--- src/rtl/transmisor_i2s.sv ---
// Mono I2S transmitter: one-deep sample buffer feeding a frame serialiser.
// BCLK is derived from the system clock; both slots carry the same sample.
module transmisor_i2s #(
    parameter int ANCHO = 20,
    parameter int SLOT  = 32,
    parameter int DIV   = 2
) (
    input  logic             clk,
    input  logic             reset,
    input  logic [ANCHO-1:0] dato_in,
    input  logic             valido_in,
    output logic             listo_out,
    output logic             bclk,
    output logic             lrclk,
    output logic             sdata,
    output logic             subdesbordamiento
);

    localparam int BW = $clog2(2 * SLOT);
    localparam int DW = (DIV > 1) ? $clog2(DIV) : 1;

    localparam logic [BW-1:0] ULT_BIT = BW'(2 * SLOT - 1);
    localparam logic [BW-1:0] SLOT_C  = BW'(SLOT);
    localparam logic [DW-1:0] ULT_DIV = DW'(DIV - 1);

    typedef enum logic {
        ESPERA,
        TRANSMITE
    } estado_t;

    estado_t          estado;
    logic [ANCHO-1:0] buffer_q;
    logic [ANCHO-1:0] trama;
    logic             lleno;
    logic [BW-1:0]    bit_cnt;
    logic [DW-1:0]    div_cnt;

    logic [BW-1:0]    nxt_bit;
    logic [BW-1:0]    pos;
    logic             bit_sig;
    logic             escribe;
    logic             fin_div;
    logic             bajada;
    logic             vuelta;
    logic             carga;

    assign listo_out = !lleno;
    assign escribe   = valido_in && !lleno;
    assign fin_div   = (div_cnt == ULT_DIV);
    assign bajada    = (estado == TRANSMITE) && fin_div && bclk;
    assign vuelta    = bajada && (bit_cnt == ULT_BIT);
    assign carga     = lleno && ((estado == ESPERA) || vuelta);

    // Slot position of the bit that becomes current after the next fall
    always_comb begin
        nxt_bit = (bit_cnt == ULT_BIT) ? '0 : bit_cnt + BW'(1);
        pos     = (nxt_bit >= SLOT_C) ? nxt_bit - SLOT_C : nxt_bit;
        bit_sig = 1'b0;
        for (int i = 0; i < ANCHO; i++) begin
            if (int'(pos) == ANCHO - i) begin
                bit_sig = trama[i];
            end
        end
    end

    always_ff @(posedge clk or negedge reset) begin
        if (!reset) begin
            buffer_q <= '0;
            lleno    <= 1'b0;
        end else if (escribe) begin
            buffer_q <= dato_in;
            lleno    <= 1'b1;
        end else if (carga) begin
            lleno    <= 1'b0;
        end
    end

    always_ff @(posedge clk or negedge reset) begin
        if (!reset) begin
            estado            <= ESPERA;
            trama             <= '0;
            bit_cnt           <= '0;
            div_cnt           <= '0;
            bclk              <= 1'b0;
            lrclk             <= 1'b0;
            sdata             <= 1'b0;
            subdesbordamiento <= 1'b0;
        end else begin
            subdesbordamiento <= 1'b0;
            unique case (estado)
                ESPERA: begin
                    bclk  <= 1'b0;
                    lrclk <= 1'b0;
                    sdata <= 1'b0;
                    if (lleno) begin
                        trama   <= buffer_q;
                        bit_cnt <= '0;
                        div_cnt <= '0;
                        estado  <= TRANSMITE;
                    end
                end
                TRANSMITE: begin
                    if (fin_div) begin
                        div_cnt <= '0;
                        bclk    <= !bclk;
                        if (bclk) begin
                            bit_cnt <= nxt_bit;
                            lrclk   <= (nxt_bit >= SLOT_C);
                            sdata   <= bit_sig;
                            if (vuelta) begin
                                if (lleno) begin
                                    trama <= buffer_q;
                                end else begin
                                    subdesbordamiento <= 1'b1;
                                end
                            end
                        end
                    end else begin
                        div_cnt <= div_cnt + DW'(1);
                    end
                end
                default: estado <= ESPERA;
            endcase
        end
    end

endmodule
--- config.mk ---
export PLATFORM = sky130hd
export DESIGN_NAME = transmisor_i2s
export DESIGN_NICKNAME = d
export VERILOG_FILES = /design/src/rtl/transmisor_i2s.sv
export SDC_FILE = /design/constraint.sdc
export NUM_CORES = 1
export LEC_CHECK = 0
export ABC_AREA = 1
export BUFFER_PORTS_ARGS = -buffer_cell sky130_fd_sc_hd__buf_2
export CAP_MARGIN = 20
export CORE_MARGIN = 1.5
export CORE_UTILIZATION = 45
export DETAILED_ROUTE_END_ITERATION = 6
export PLACE_DENSITY = 0.71
export SLEW_MARGIN = 20
export SYNTH_ARGS = -nofsm -noshare
export SYNTH_HDL_FRONTEND = slang
export SYNTH_SLANG_ARGS = --single-unit
--- constraint.sdc ---
create_clock -name clk -period 2.1 [get_ports clk]
set_input_delay 0.105 -clock clk [delete_from_list [all_inputs] [get_ports clk]]
set_output_delay 0.105 -clock clk [all_outputs]
set_load 0.005 [all_outputs]
-- After elaboration in Yosys (flattened, before gate mapping)
Cells that the tools add are included.
- flip-flop bits (word level): 53
- latch bits: 0
- bits in writable memories: 0
- memory bits (read-only): 0
- bits of input ports: 23
- logic and storage cells: 103
- memories: 0
- add/sub/neg operators: 3
- $mul: 0
- divide/modulo/power cells: 0
- order comparisons: 1
- eq/ne operators: 25
- shift operators: 0
- muxes and demuxes: 51
- bitwise gates (word level): 1
- reductions and logical operators: 12
- operators with widths (cell ; number):
    2-to-1 mux 20 bit ; 4
    == test 6 x 5 -> 1 bit, second input constant ; 8
    case mux 20 bit (2 select lines) ; 1
    == test 6 bit, second input constant ; 6
    2-to-1 mux 1 bit ; 36
    2-to-1 mux 6 bit ; 5
    == test 6 x 4 -> 1 bit, second input constant ; 4
    == test 6 x 3 -> 1 bit, second input constant ; 2
    case mux 6 bit (2 select lines) ; 1
    case mux 1 bit (2 select lines) ; 4
    adder 6 x 1 -> 6 bit, second input constant ; 1
    == test 6 x 2 -> 1 bit, second input constant ; 1
    >= comparator 6 bit, second input constant ; 1
    AND reduction 3 bit ; 2
    subtractor 6 bit, second input constant ; 1
    logical AND 1 bit ; 5
    != test 2 x 1 -> 1 bit, second input constant ; 2
    != test 2 bit, second input constant ; 2
    zero test 1 bit ; 2
    AND reduction 2 bit ; 1
    nonzero test 2 bit ; 1
    adder 1 bit, second input constant ; 1
    logical OR 1 bit ; 1
    NOT 1 bit ; 1

-- Depth between registers and ports, before layout
Gate-level depths: netlist of the first run.
- depth after elaboration: 28
- depth in mapped cells: 29
- gate-level depth less buffers: 29

-- Worst setup path after synthesis of the first run
No wires, ideal clock.
- path kind: reg2reg
- start: reg bit_cnt[0]
- end: reg sdata
- setup time: 116 ps
- arrival time: 2081 ps
- data required time: 1984 ps
- path slack: -97 ps
- stages on the path, launching flop included: 24
- clock period less this slack: 2197 ps
- path through: dfrtp_1 > ha_1 > xor2_1 > inv_2 > nor2_1 > inv_1 > nor2_1 > inv_1 > nor2_1 > nor2_1 > nand2_1 > nand2_1 > nand2_1 > nand2_1 > nand2_1 > nand2_1 > nand2_1 > nand2_1 > nand3_1 > nand3_1 > nand2_1 > nand2_1 > nand2_1 > nand2_1
- word-level cells in the longest chain between the ends: 28
- elaborated cells on any way between the ends: 49
- those cells by class: add/sub: 2; order compare: 1; eq/ne: 21; mux: 25
- RTL lines (what ; line ; text):
    start: declaration ; 35 ; logic [BW-1:0] bit_cnt;
    start signal: assignment ; 107 ; bit_cnt <= nxt_bit;
    adder 6 x 1 -> 6 bit or == test 6 bit (tied branches) ; 56 ; nxt_bit = (bit_cnt == ULT_BIT) ? '0 : bit_cnt + BW'(1);
    2-to-1 mux 6 bit (*) ; 56 ;
    subtractor 6 bit or >= comparator 6 bit (tied branches) ; 57 ; pos = (nxt_bit >= SLOT_C) ? nxt_bit - SLOT_C : nxt_bit;
    2-to-1 mux 6 bit (*) ; 57 ;
    == test 6 bit ; 60 ; if (int'(pos) == ANCHO - i) begin
    2-to-1 mux 1 bit (19 in series) ; 60 ;
    2-to-1 mux 1 bit (*) ; 60 ;
    2-to-1 mux 1 bit (*) ; 106 ; if (bclk) begin
    2-to-1 mux 1 bit (*) ; 103 ; if (fin_div) begin
    case mux 1 bit (2 select lines) (*) ; 90 ; unique case (estado)
    end signal: assignment ; 109 ; sdata <= bit_sig;
    end: declaration ; 15 ; output logic sdata,
Mark *: on every way between the ends. The rest lies on a longest branch, timed or not. The select of a mux whose other input is x is not followed.
A chain may end at the register's enable or synchronous reset.

-- Worst setup path in the final report of the first run
Ends and elaborated chain as after synthesis.

==> results of run 1 <==
-- state kept, by name, indices dropped and copies added (netlist names) --
| name | count |
|---|---|
| lrclk | 1 |
| buffer_q | 20 |
| subdesbordamiento | 1 |
| lleno | 1 |
| bclk | 1 |
| div_cnt | 1 |
| sdata | 1 |
| bit_cnt | 6 |
| trama | 20 |
| estado | 1 |
-- synthesized netlist by cell type, drive strengths merged --
master   n
a21oi   18
a31o     1
a31oi    1
clkbuf   6
clkinv   1
dfrtp   53
ha       5
inv     55
mux2     7
nand2   82
nand3   10
nand4    4
nor2    31
nor3     1
o21a     1
o21ai   28
o22ai    3
or2      1
xor2     1
-- logic make-up after synthesis --
kind of cell / Yosys count / share of synthesized area, %
xor+xnor: 1 / 0.348
buf+inv: 62 / 9.25
flops: 53 / 52.7
fa+ha+maj: 5 / 2.49
simple gates: 129 / 21.0
compound gates: 52 / 11.1
mux: 7 / 3.13
-- metrics by stage --
step | hold WS (ns) | instances | setup WS [ns]
finish | 0.0189 | 443 | -0.276
detailed placement | 0.0894 | 428 | -0.201
global route | 0.00928 | 443 | -0.536
floorplan | -0.191 | 309 | -0.0714
CTS | 0.0159 | 441 | -0.185
global placement | 0.0830 | 428 | -0.0946
-- metal layers --
layer  vias up  GRT usage [%]
li1       1077              -
met1       988           23.3
met2        23           32.4
met3         9           3.88
met4         0           6.18
met5         -              0
-- placed cells by master, fill, tap and decap left out --
master,netlist,routed
nand2_4,0,1
bufinv_16,0,1
xor2_2,0,1
inv_1,51,51
clkinv_2,0,1
a21oi_1,18,18
dfrtp_1,53,53
clkinvlp_2,0,1
o21ai_0,26,26
nand3_4,0,1
nand3_1,9,8
ha_1,5,4
mux2_2,7,7
a31o_2,1,1
clkinvlp_4,0,1
o21ai_2,2,2
dlygate4sd3_1,0,1
nand4_1,4,4
ha_4,0,1
a31oi_1,1,1
buf_6,0,1
nand2_1,79,77
inv_6,0,1
nand3_2,1,1
nor2_2,2,2
inv_2,4,4
buf_4,0,30
nor2_4,0,1
o21a_1,1,1
buf_2,0,27
nor3_1,1,1
nand2_2,3,4
or2_2,1,1
clkbuf_8,0,5
nor2_1,29,28
o22ai_1,3,3
-- area by class of cell --
cell class              count  area (µm²)  area share, %
clock buffers               5        68.8           2.19
clock inverters             3        43.8           1.40
inverters                  56         214           6.82
multi-input cells         194        1010           32.1
flip-flops and latches     53        1330           42.3
well taps                  72        90.1           2.87
repair buffers             59         382           12.2
repair inverters            1        5.00          0.160
-- final timing paths --
check                                    endpoint  startpoint  slack [ns]  cells past startpoint
worst max-delay path                        sdata  bit_cnt[0]       -0.28                     24
worst min-delay path                  buffer_q[3]  dato_in[3]        0.02                      2
worst max register to register              sdata  bit_cnt[0]       -0.28                     24
worst min register to register  subdesbordamiento       lleno        0.47                      1
max in group asynchronous                trama[2]       reset        1.22                      3
min in group asynchronous            buffer_q[11]       reset        0.27                      2
-- power by group through the flow --
stage / registers, mW / clock network (mW) / logic [mW]
6_report: 1.19 / 0.700 / 0.204
5_1_grt: 1.21 / 0.748 / 0.237
4_1_cts: 1.20 / 0.717 / 0.210
3_5_place_dp: 1.22 / 0 / 0.208
3_3_place_gp: 1.21 / 0 / 0.195
2_1_floorplan: 1.20 / 0 / 0.135
-- worst max-delay path, delay by kind of cell, from the launching register on --
kind                       cells  cell delay (ns)
AOI/OAI and AO/OA              2             0.40
adders and majority gates      1             0.19
DFF                            1             0.43
buffers and inverters          1             0.06
and+or+nand+nor               20             1.20
-- timing repair --
item / 4_1_cts / 5_1_grt
pin swaps: 5 / 6
hold buffers: 1 / 0
setup endpoints to repair: 1 / 8
buffers inserted: 4 / 1
resized for setup: 8 / 2
gates cloned: 0 / 1
endpoints found under the hold margin: 18 / 0
==> impl_results.md, run 1 <==
* Cell Pwr Density at 669 nW/µm²
* CTS tree: yes
* Maximum vdd drop at about 0.57 mV
* NumNets Final at 398
* Fillcell total at 467
* Combinational power share at about a tenth
* Max-slew violations at 0
* Layout area overhead at 24.7%
* Final HPWL DP at around 3800 µm
* Htree depth at 2
* Crit-path most repeated cell: nand2_1
* Clock net sink count at 53
* Largest net degree at the start of global routing at 35
* Met1 WL at 2370 µm
* HP Class: in -> reg
* Chip Width at a little under 80 µm
* Die height at 77.8 µm
* # diodes at 0
* Routed wl met2 at approximately 2600 µm
* DP Area at between 2000 and 3000 µm²
* Drt wl/cell at ~12 µm
* First-pass GRT wire length at between 8000 and 9000 µm
* Share of cells above drive strength 1 at roughly 26%
* Clock tree buffer depth at 2
* Critical path class: reg -> reg
* Avg Cell Area, Syn at a little over 8 µm²
* Worst-case setup margin in the final layout at -0.276 ns
* Total number of vias at roughly 2100
* CP startpoint kind: flop
* Initial DRC Count at between 80 and 90
* Final core utilization at around 58%
* Synthesized cell area at about 2500 µm²
* Post-synth top area cell: dfrtp_1
* GPL Wtd Cong at ~0.87
* Vias per cell at 4.73
* Endpoints failing hold at 0
* Post-route cell area at approximately 3100 µm²
* P_sw at between 0.4 and 0.5 mW
* Yosys reg bits at 53
* Die Area at roughly 6000 µm²
* Post-layout min period at 2.38 ns
* CP cell instances: ha_4 -> nand2_4 -> o21ai_0 -> nand2_2 -> nand2_1 -> inv_1 -> a31oi_1 -> nand2_1 -> nand2_1 -> nand2_1 -> nand2_1 -> nand2_1 -> nand2_1 -> nand2_1 -> nand2_1 -> nand2_1 -> nand2_1 -> nand2_1 -> nand3_1 -> nand3_1 -> nand2_1 -> nand2_1 -> nand2_1 -> nand2_1
* Num CTS Buffers at 5
* # IOs at 28
* Max incr delay on CP at approximately 0.43 ns
* Register area share after synthesis at 52.7%
* Critical Path End Type: flop
* Worst Tran Pin Value at between 0.5 and 0.6 ns
* Post-synth cell types at 24
* RSZ-0062 raised after global routing: true
* Worst Path Max Fanout at 4
* Total gr overflow at 0
* Core box area at around 5400 µm²
* Slowest cell on crit path: dfrtp_1
* Latest clock arrival within the worst-skew pair at 0.31 ns
* Wire length on met3 at 113 µm
* GRT Overall Usage at about a fifth
* Setup TNS at -0.276 ns
* Final ANT Viol Nets at 0
* Uppermost layer routed: met4
* Sw frac at between 20% and 30%
* Sequential power share at between 50% and 60%
* Skew final at roughly 0.0054 ns
* Period Utilization, post-route at 113%
* Clock share of power at approximately 33%
* Post-synth top area share at between 50 and 60%
* FMAX at 421 MHz
* Synth area leaders: dfrtp_1 53%, nand2_1 12%, inv_1 7.6%, o21ai_0 5.2%, nor2_1 4.3%
* Relative slew slack at between 60% and 70%
* Setup Viol. Count Final at 1
* Pint at between 1.5 and 2 mW
* Synth Instances at 309
* Post-Route WL at around 5200 µm
* Cell leakage power at roughly 1.7 nW
* Row Count at 27
* PortBufs at 27
* DRC violations left at 0
* Syn_nets at approximately 340
* Warnings from Yosys at 0
* Failing checks: setup timing
* Initial antenna violation count at 0
* Status: finished, violations left
* Total Power at about 2.1 mW
* Reg clk slew, reported paths at roughly 0.1 ns
* Max-Cap Viols at 0
* Drt first pass iters at 6
* CP arrival at 2.58 ns
* Initial cell density of the core at between 40% and 50%
* WP data required at 2.31 ns
* Clock root buffer: clkbuf_8
* Number of global-route vias before repair at approximately 2000
(Power assumes the default switching activity.)
==> inputs of run 2 (changes only) <==
--- a/config.mk
+++ b/config.mk
@@ -5,13 +5,12 @@
 export SDC_FILE = /design/constraint.sdc
 export NUM_CORES = 1
 export LEC_CHECK = 0
-export ABC_AREA = 1
 export BUFFER_PORTS_ARGS = -buffer_cell sky130_fd_sc_hd__buf_2
 export CAP_MARGIN = 20
 export CORE_MARGIN = 1.5
-export CORE_UTILIZATION = 45
+export CORE_UTILIZATION = 53
 export DETAILED_ROUTE_END_ITERATION = 6
-export PLACE_DENSITY = 0.71
+export PLACE_DENSITY = 0.81
 export SLEW_MARGIN = 20
 export SYNTH_ARGS = -nofsm -noshare
 export SYNTH_HDL_FRONTEND = slang
==> impl_results.md, run 2 <==
* Status: finished, final reports clean
* GRT Overall Usage at around 20%
* Placed cell count at roughly 310
* Met3 usage at under 10%
* CTS tree: yes
* # diodes at 0
* Critical Path End Type: flop
* Initial antenna violation count at 0
* Main synth FF type: dfrtp_1
* CP startpoint kind: flop
* Total number of vias at roughly 1800
* # IOs at 28
* Final Non-Filler Cells at between 300 and 400
* Htree depth at 2
* Most common cell after layout, fill and taps aside: dfrtp_1
* Worst Hold Path Cells at 2
* Period Utilization, post-route at 95.1%
* RR Endpoint: sdata
* Cell Pwr Density at 710 nW/µm²
* Combinational power share at 11.6%
* Worst Tran Pin Value at 0.631 ns
* Cell leakage power at approximately 1.4 nW
* Initial cell density of the core at between 50% and 60%
* Register area at 1330 µm²
* Initial DRC Count at ~110
* Area of the multi-input gates at about 1300 µm²
* Row Count at 25
* Max incr delay on CP at 0.43 ns
* Critical path class: reg -> reg
* DRC violations left at 0
* Post-layout min period at roughly 2 ns
* Maximum vdd drop at around 0.64 mV
* Drt wl/cell at between 15 and 20 µm
* Reg-to-reg startpoint: bit_cnt[0]
* FMAX at around 500 MHz
* Clock share of power at 28.5%
* Top post-synthesis cells by count: 53 x dfrtp_1, 22 x mux2_2, 20 x mux2_4
* Yosys reg bits at 53
* Clock root buffer: clkbuf_8
* Largest net degree at the start of global routing at 29
* First-pass GRT wire length at between 8000 and 9000 µm
* Most frequent cells in the layout: 53 x dfrtp_1, 27 x buf_2, 22 x mux2_2, 20 x mux2_4, 18 x nand2_1
* Count leader, synth: dfrtp_1
* CP arrival at approximately 2.2 ns
* Share of cells above drive strength 1 at 37.8%
* Die height at ~74 µm
* Latest clock arrival within the worst-skew pair at slightly above 0.3 ns
* Clock tree buffer depth at 2
* Syn_nets at approximately 250
* Pint at about 1.6 mW
* Die Area at ~5500 µm²
* Number of global-route vias before repair at roughly 1700
* Post-synth cell types at between 40 and 50
* CP cell instances: inv_1 -> ha_2 -> nand2_1 -> o21ai_0 -> a32oi_1 -> o311ai_1 -> a21oi_1 -> o21ai_1
* Skew final at 0.00776 ns
* Total gr overflow at 0
* Share of flip-flops with an asynchronous set or reset at between 90% and 100%
* Synth Instances at around 220
* Post-synth top area cell: dfrtp_1
* Sw frac at between 20% and 30%
* Num CTS Buffers at 5
* Max-slew violations at 0
* Setup TNS at 0 ns
* Biggest regs: buffer_q (20), trama (20), bit_cnt (6)
* Relative slew slack at around 58%
* RSZ-0062 raised after global routing: false
* NumNets Final at around 280
* Critical Path Source: bit_cnt[0]
* Synthesized cell area at 2680 µm²
* Core box area at around 4800 µm²
* Endpoints failing hold at 0
* EDFF count, synth at 0
* Met1 usage at 27.4%
* Slowest cell on crit path: dfrtp_1
* Post-Route WL at roughly 4900 µm
* P_sw at between 0.5 and 0.6 mW
* WP data required at about 2.3 ns
* Worst-case reg-to-reg path depth at 8
* Clock net sink count at 53
* Fillcell total at between 300 and 400
* Post-CTS Setup Repair Bufs at 0
* Post-synth top area share at 49.4%
* Max-Cap Viols at 0
* HP Class: in -> reg
* Warnings from Yosys at 0
* PortBufs at 27
* Setup Viol. Count Final at 0
* Gr busiest metal: met2
* Final ANT Viol Nets at 0
* Vias per cell at roughly 5.5
* Avg Cell Area, Syn at roughly 12 µm²
* HP Start: dato_in[6]
* Layout area overhead at 12.5%
* Sequential power share at 59.8%
* Worst Hold End: buffer_q[6]
* Synth area leaders: dfrtp_1 49%, mux2_4 11%, mux2_2 9.2%, nand2_1 2.5%, ha_1 2.3%
* Worst Path Max Fanout at 8
* Final HPWL DP at about 3400 µm
* GPL Wtd Cong at about 0.9
* GR Util met2 at roughly 30%
* Register area share after synthesis at 49.4%
* Reg clk slew, reported paths at 0.10 ns
* Drt first pass iters at 4
* Reg2reg setup slack at around 0.10 ns
* Chip Width at 74.1 µm
[run 2: changes by cell type after synthesis, moves of 4 or more]
cell	before	now
nand2_1	79	18
inv_1	51	10
nor2_1	29	4
mux2_4	0	20
o21ai_0	26	10
mux2_2	7	22
a21oi_1	18	9
nor2b_1	0	5
xnor2_1	0	5
buf_6	0	4
inv_2	4	0
[run 2: worst max path at each step]
stage	to	slack, ns
2_1_floorplan	sdata	0.18
3_3_place_gp	sdata	0.17
3_5_place_dp	sdata	0.1
4_1_cts	sdata	0.07
5_1_grt	sdata	0.05
6_report	sdata	0.10
[run 2: cell families (layout without fill, tap and decap cells)]
family	Yosys count	after routing	share of synthesized area, %
simple gates	50	50	10.3
compound gates	44	44	11.3
fa+ha+maj	5	5	2.33
flops	53	53	49.4
xor+xnor	6	6	1.96
mux	42	42	20.4
buf+inv	21	54	4.24
[run 2: critical path: cells and delay by family, from the launching register on]
family / cells / cell delay, ns
compound gates: 5 / 0.97
flops: 1 / 0.43
fa+ha+maj: 1 / 0.31
buf+inv: 1 / 0.16
simple gates: 1 / 0.06
[run 2: per-stage QoR]
step                util, %  area, µm²  total power [mW]  setup slack, ns  hold WS (ns)
floorplan                 -       2680              1.46            0.183        -0.191
global placement       60.6       2900              1.54            0.168         0.153
detailed placement     60.6       2900              1.56           0.0999         0.156
CTS                    62.9       3010              2.17           0.0682        0.0130
global route           63.1       3020              2.26           0.0453       0.00843
finish                 63.1       3020              2.14            0.104        0.0156
[run 2: final cells by class]
| type | count | share of cell area, % |
|---|---|---|
| multi-input combinational | 147 | 41.6 |
| timing repair buffer | 36 | 7.21 |
| sequential | 53 | 43.9 |
| inverter | 10 | 1.24 |
| clock buffer | 6 | 2.74 |
| clock inverter | 2 | 0.539 |
| tap | 67 | 2.78 |
[run 2: layer usage]
metal	vias to the layer above	part of all wire (%)	routed length, µm
li1	857	-	-
met1	840	46	2230
met2	66	48	2320
met3	12	4.9	241
met4	0	1.7	83
met5	-	0	0
[run 2: power groups by stage]
stage / sequential (mW) / combinational (mW) / clock [mW]
2_1_floorplan: 1.27 / 0.188 / 0
3_3_place_gp: 1.30 / 0.240 / 0
3_5_place_dp: 1.31 / 0.253 / 0
4_1_cts: 1.29 / 0.255 / 0.625
5_1_grt: 1.31 / 0.277 / 0.669
6_report: 1.28 / 0.249 / 0.612
[run 2: repair_timing]
item,CTS,global route
setup endpoints to repair,0,1
hold buffers,1,0
gates resized for setup,0,4
hold endpoints to repair,27,0
